--- src/rtl/complex_nr_mult_seq.sv ---
// Sequential complex multiplier: captures one operand pair over a valid/ready bus,
// forms the exact product with one shared signed multiplier in four steps, then hands the result off.
module complex_nr_mult_seq #(
    parameter int DATA_WIDTH = 8
) (
    input  logic                      clk,
    input  logic                      rst,
    input  logic                      sw_rst,
    input  logic                      op_val,
    input  logic [4*DATA_WIDTH-1:0]   op_data,
    output logic                      op_ready,
    output logic                      res_val,
    input  logic                      res_ready,
    output logic [4*DATA_WIDTH+1:0]   res_data
);

    localparam int PW = 2 * DATA_WIDTH;
    localparam int AW = PW + 1;

    typedef enum logic [1:0] {
        IDLE,
        MUL,
        DONE
    } state_t;

    state_t                       state;
    logic [1:0]                   step;
    logic signed [DATA_WIDTH-1:0] a_re, a_im, b_re, b_im;
    logic signed [DATA_WIDTH-1:0] mul_a, mul_b;
    logic signed [PW-1:0]         prod;
    logic signed [AW-1:0]         prod_ext;
    logic signed [AW-1:0]         re_acc, im_acc, im_sum;

    // Operand selection for the single shared multiplier, one partial product per step
    always_comb begin
        mul_a = a_re;
        mul_b = b_re;
        case (step)
            2'd0: begin mul_a = a_re; mul_b = b_re; end
            2'd1: begin mul_a = a_im; mul_b = b_im; end
            2'd2: begin mul_a = a_re; mul_b = b_im; end
            default: begin mul_a = a_im; mul_b = b_re; end
        endcase
    end

    assign prod     = mul_a * mul_b;
    assign prod_ext = {prod[PW-1], prod};
    assign im_sum   = im_acc + prod_ext;

    always_ff @(posedge clk or posedge rst) begin
        if (rst) begin
            state    <= IDLE;
            step     <= '0;
            op_ready <= 1'b0;
            res_val  <= 1'b0;
            res_data <= '0;
            a_re     <= '0;
            a_im     <= '0;
            b_re     <= '0;
            b_im     <= '0;
            re_acc   <= '0;
            im_acc   <= '0;
        end else if (sw_rst) begin
            state    <= IDLE;
            step     <= '0;
            op_ready <= 1'b0;
            res_val  <= 1'b0;
            res_data <= '0;
            a_re     <= '0;
            a_im     <= '0;
            b_re     <= '0;
            b_im     <= '0;
            re_acc   <= '0;
            im_acc   <= '0;
        end else begin
            case (state)
                IDLE: begin
                    op_ready <= 1'b1;
                    if (op_val && op_ready) begin
                        {a_re, a_im, b_re, b_im} <= op_data;
                        op_ready <= 1'b0;
                        step     <= '0;
                        re_acc   <= '0;
                        im_acc   <= '0;
                        state    <= MUL;
                    end
                end
                MUL: begin
                    step <= step + 2'd1;
                    case (step)
                        2'd0: re_acc <= prod_ext;
                        2'd1: re_acc <= re_acc - prod_ext;
                        2'd2: im_acc <= prod_ext;
                        default: begin
                            // Final step folds directly into the output register
                            im_acc   <= im_sum;
                            res_data <= {re_acc, im_sum};
                            res_val  <= 1'b1;
                            state    <= DONE;
                        end
                    endcase
                end
                DONE: begin
                    if (res_ready) begin
                        res_val  <= 1'b0;
                        op_ready <= 1'b1;
                        state    <= IDLE;
                    end
                end
                default: begin
                    state    <= IDLE;
                    op_ready <= 1'b0;
                    res_val  <= 1'b0;
                end
            endcase
        end
    end

endmodule
--- config.mk ---
export PLATFORM = sky130hd
export DESIGN_NAME = complex_nr_mult_seq
export DESIGN_NICKNAME = d
export VERILOG_FILES = /design/src/rtl/complex_nr_mult_seq.sv
export SDC_FILE = /design/constraint.sdc
export NUM_CORES = 1
export LEC_CHECK = 0
export CELL_PAD_IN_SITES_DETAIL_PLACEMENT = 1
export CELL_PAD_IN_SITES_GLOBAL_PLACEMENT = 1
export CORE_ASPECT_RATIO = 1.25
export CORE_MARGIN = 5
export CORE_UTILIZATION = 46
export DETAILED_ROUTE_END_ITERATION = 10
export PLACE_DENSITY = 0.88
export RECOVER_POWER = 25
export REMOVE_ABC_BUFFERS = 1
export SLEW_MARGIN = 30
export SYNTH_ARGS = -nofsm -noshare
export SYNTH_HDL_FRONTEND = slang
export SYNTH_SLANG_ARGS = --single-unit
--- constraint.sdc ---
create_clock -name clk -period 9.91 [get_ports clk]
set_clock_uncertainty 0.1 [all_clocks]
set_input_delay 1.982 -clock clk [delete_from_list [all_inputs] [get_ports clk]]
set_output_delay 1.982 -clock clk [all_outputs]
set_load 0.02 [all_outputs]
* Word-level counts from Yosys, hierarchy flattened
Cells that the tools add are included.
Operators by class: multipliers 1, mux-type cells 40, add/subtract/negate cells 3, reduce and logical (&&, ||, !) cells 19, eq/ne operators 12
Operators with widths (number):
- $pmux W17 S2 | 4
- $mux W8 | 14
- $mux W34 | 3
- $mux W17 | 3
- $add A17 B16 Y17 | 1
- $sub A17 B16 Y17 | 1
- $mul A8 B8 Y16 | 1
- $mux W2 | 6
- $ne A3 B3 Y1 const B | 4
- $reduce_and A3 Y1 | 4
- $reduce_and A2 Y1 | 4
- $mux W1 | 6
- $pmux W1 S3 | 2
- $pmux W2 S3 | 1
- $reduce_bool A2 Y1 | 3
- $reduce_or A2 Y1 | 3
- $eq A2 B1 Y1 const B | 2
- $eq A2 B2 Y1 const B | 2
- $logic_not A2 Y1 | 2
- $ne A2 B2 Y1 const B | 2
- $ne A4 B4 Y1 const B | 1
- $pmux W2 S2 | 1
- $reduce_bool A3 Y1 | 1
- $reduce_or A3 Y1 | 1
- other kinds (3) | 3
Storage, ports and cells: input bits 37, output and inout bits 36, flip-flop bits (word level) 106, word-level logic and storage cells 86

* Logic depth before layout (Yosys ltp)
depth in word-level cells 8, gate-level depth with buffers 31

* Worst setup path before layout
No wires, ideal clock.
path kind reg2reg, start register step[0], end register im_acc[16], cell stages (with the launch flop) 31, buffers on the path 1, library setup time 0.125 ns, setup slack 2.845 ns, arrival 6.841 ns, cells stage by stage dfrtp_1 > inv_1 > ha_1 > clkbuf_1 > mux2i_1 > nor2_1 > ha_1 > inv_1 > fa_1 > inv_1 > ha_1 > inv_1 > fa_1 > inv_1 > ha_1 > fa_1 > a21o_1 > a21oi_2 > o21bai_2 > a2111oi_2 > o31ai_1 > a21oi_2 > xor2_1 > inv_1 > ha_1 > nand3_1 > a211oi_1 > or4_4 > a31oi_2 > xor2_1 > o21ai_1
Between the ends: word-level cells in the longest chain between the ends 8
RTL lines:
- from (decl) | line 27 | logic [1:0] step;
- from (signal assigned) | line 89 | step <= step + 2'd1;
- $eq A2 B2 Y1 (tied with other cells) | line 38, 90
- $reduce_or A2 Y1 (no line)
- $mux W8 | line 38 | case (step)
- $mul A8 B8 Y16 | line 46 | assign prod = mul_a * mul_b;
- $add A17 B16 Y17 | line 48 | assign im_sum = im_acc + prod_ext;
- $pmux W17 S2 | line 90 | case (step)
- $pmux W17 S2 | line 76 | case (state)
- $mux W17 | line 63 | end else if (sw_rst) begin
- to (signal assigned) | line 93 | 2'd2: im_acc <= prod_ext;
- to (signal assigned) | line 96 | im_acc <= im_sum;
- to (decl) | line 32 | logic signed [AW-1:0] re_acc, im_acc, im_sum;
Parallel ways exist; a longest one is shown, timed or not. A chain may end at the register's enable or synchronous reset.

* Final worst setup path
Same ends and word-level chain as after synthesis.

==> flow_metrics.env <==
export IMPL_status="complete, but fails checks"
export IMPL_violations="max-capacitance violations, max-slew violations"
export IMPL_fin_crit_ns=8.07
export IMPL_syn_area_per_cell_sq_um=9.00
export IMPL_insertion_delay_ns=0.37
export IMPL_post_cts_buffers=0
export IMPL_drc=0
export IMPL_grt_pass1_wl_um=36800
export IMPL_vias=6831
export IMPL_final_cell_mix="nand2_1 (134), inv_1 (115), dfrtp_1 (106)"
export IMPL_root_buffer="clkbuf_16"
export IMPL_initial_core_util_pct=46.9
export IMPL_p_leak_nw=4.48
export IMPL_wl_um=21400
export IMPL_cap_violations=3
export IMPL_crit_arrival_ns=8.22
export IMPL_port_buffers=72
export IMPL_rsz0062_at_grt="no"
export IMPL_cts_tree="built"
export IMPL_synth_async_reset_ratio_pct=100
export IMPL_ys_top_cells_by_area="dfrtp_1 (31%), fa_1 (13%), ha_1 (9.5%)"
export IMPL_n_fill_cell=2143
export IMPL_synth_area_sq_um=8530
export IMPL_rows=55
export IMPL_synth_edf_count=0
export IMPL_startpoint_type="flip-flop"
export IMPL_endpoint_kind="flip-flop"
export IMPL_grt_max_degree=68
export IMPL_fin_crit_sh_pct=81.5
export IMPL_max_stage_delay_ns=0.62
export IMPL_antenna_cells=0
export IMPL_power_density_nw_per_um2=110
export IMPL_syn2layout_area_growth_pct=14.6
export IMPL_max_vdd_ir_drop_uv=83.9
export IMPL_synthFlopType="dfrtp_1"
export IMPL_netlist_instances=947
export IMPL_clock_sink_count=106
export IMPL_yosysSeqAreaShare_pct=31.1
export IMPL_io_pins=73
export IMPL_clk_path_buf_depth=2
export IMPL_tightest_slew_ns=3.71
export IMPL_postCtsHoldBufs=0
export IMPL_hpwl_um=16500
export IMPL_ys_types=63
export IMPL_yosys_area_top_type_share_pct=31.1
export IMPL_fin_util_pct=53.8
export IMPL_fin_nets=1166
export IMPL_synth_seq_cells=106
export IMPL_finalMaxSlewViolations=149
export IMPL_cts_htree_levels=3
export IMPL_die_y_um=162
export IMPL_fmax_mhz=124
export IMPL_grtUsageTotal_pct=20.9
export IMPL_mostFrequentLayoutCell="nand2_1"
export IMPL_antenna_found_initial=0
export IMPL_yosys_area_top_type="dfrtp_1"
export IMPL_clk_pin_slew_worst_paths_ns=0.08
export IMPL_slew_headroom_pct=-148
export IMPL_ys_warn_count=0
export IMPL_globalplace_congestion=0.921
export IMPL_via_per_inst=5.51
export IMPL_cts_buffers=9
export IMPL_hold_class="flip-flop to flip-flop"
export IMPL_die_w_um=132
export IMPL_setup_violations=0
export IMPL_hold_viol=0
export IMPL_criticalPathCategory="flip-flop to flip-flop"
export IMPL_dr_pass1_iters=4
export IMPL_drive_gt1_share_pct=6.42
export IMPL_grt_overflow_total=0
export IMPL_coreArea_sq_um=18200
export IMPL_path_max_fanout=19
export IMPL_drt_iter0_drc=301
export IMPL_cpMostUsedCell="inv_1"
export IMPL_final_setup_tns_ns=0
export IMPL_grt_pass1_vias=7591
export IMPL_crit_slowest_cell="mux2i_1"
export IMPL_critPathRequiredTime_ns=10.06
export IMPL_cts_resized_gates=0
export IMPL_dieArea_sq_um=21400
export IMPL_wire_per_inst_um=17.3
export IMPL_ant_nets=0
## power breakdown
| part | internal [mW] | switching [mW] | leakage (nW) |
|---|---|---|---|
| logic | 0.105 | 0.162 | 2.88 |
| clock network | 0.176 | 0.186 | 0.137 |
| registers | 0.441 | 0.00712 | 1.47 |
## cell families after synthesis
group	synth area share (%)
AO/OA/AOI/OAI	15.8
XOR/XNOR	4.61
adder cells (fa/ha/maj)	22.9
buffers and inverters	6.50
flip-flops	31.1
multiplexers	4.06
AND/OR/NAND/NOR	15.0
## metrics by stage
| step | area [sq um] | hold WS (ns) | setup WS [ns] | total power, mW | instances |
|---|---|---|---|---|---|
| final | 9770 | 0.393 | 1.84 | 1.08 | 1240 |
| after global routing | 9770 | 0.416 | 1.32 | 1.14 | 1240 |
| after CTS | 9780 | 0.403 | 1.87 | 1.09 | 1240 |
| after floorplan | 8410 | 0.350 | 2.67 | 0.644 | 916 |
| after detailed placement | 9490 | 0.383 | 1.97 | 0.721 | 1224 |
| after global placement | 9480 | 0.360 | 2.29 | 0.707 | 1224 |
## synth_stat cells (2+ instances only)
| library cell | number |
|---|---|
| a22o_1 | 29 |
| nor3_1 | 12 |
| buf_1 | 2 |
| and3_1 | 2 |
| buf_2 | 2 |
| a2111oi_0 | 2 |
| a31oi_1 | 6 |
| nor2_1 | 78 |
| xnor2_1 | 32 |
| ha_1 | 65 |
| dfrtp_1 | 106 |
| o21a_1 | 5 |
| a21oi_1 | 65 |
| clkbuf_1 | 27 |
| xor2_1 | 11 |
| mux2i_1 | 29 |
| o21ai_0 | 50 |
| nor2b_1 | 11 |
| or2_2 | 15 |
| inv_1 | 116 |
| o31ai_2 | 2 |
| o21ai_1 | 4 |
| nand2_1 | 134 |
| mux2_2 | 5 |
| o31ai_1 | 3 |
| o221ai_1 | 4 |
| or3_1 | 5 |
| fa_1 | 57 |
| nand3_1 | 10 |
| a21oi_2 | 2 |
| a211oi_1 | 7 |
| a21o_1 | 8 |
| nand2b_1 | 9 |
| a221o_1 | 3 |
## metal layers
layer | track usage [%] | up-vias | part of all wire (%)
met4 | 8.79 | 0 | 3.2
met2 | 39.2 | 121 | 54
li1 | - | 3277 | -
met5 | 0 | - | 0
met3 | 2.54 | 48 | 3.1
met1 | 23.9 | 3385 | 40
## flip-flops by register name (all words and copies together) (netlist names)
register / flops
res_val: 1
res_data: 34
im_acc: 17
b_im: 8
a_re: 8
state: 2
b_re: 8
re_acc: 17
a_im: 8
op_ready: 1
step: 2
## final cells by class
class	count	area (sq um)	area share, %
inverter	116	437	4.47
timing repair buffer	80	773	7.92
multi-input combinational	694	5330	54.6
sequential	106	2650	27.2
clock buffer	9	225	2.31
clock inverter	7	65.1	0.666
tap	228	285	2.92
## worst max-delay path: cells and delay by family, from the launching register on
kind            cells  cell delay [ns]
mux                 1             0.62
fa+ha+maj           7             2.99
compound gates      9             1.96
xor+xnor            2             0.50
simple gates        3             0.75
flops               1             0.39
buf+inv             7             0.64
## path summary, 6_finish.rpt
check                      slack, ns    startpoint  depth (start not counted)           end
max                             1.84       step[0]                         29    im_acc[16]
min                             0.39  res_data[14]                          2  res_data[14]
max reg2reg                     1.84       step[0]                         29    im_acc[16]
min reg2reg                     0.39  res_data[14]                          2  res_data[14]
max in group asynchronous       3.17           rst                          3  res_data[11]
min in group asynchronous       2.38           rst                          2      state[1]
No activity file was read; power rests on OpenSTA's default activity.
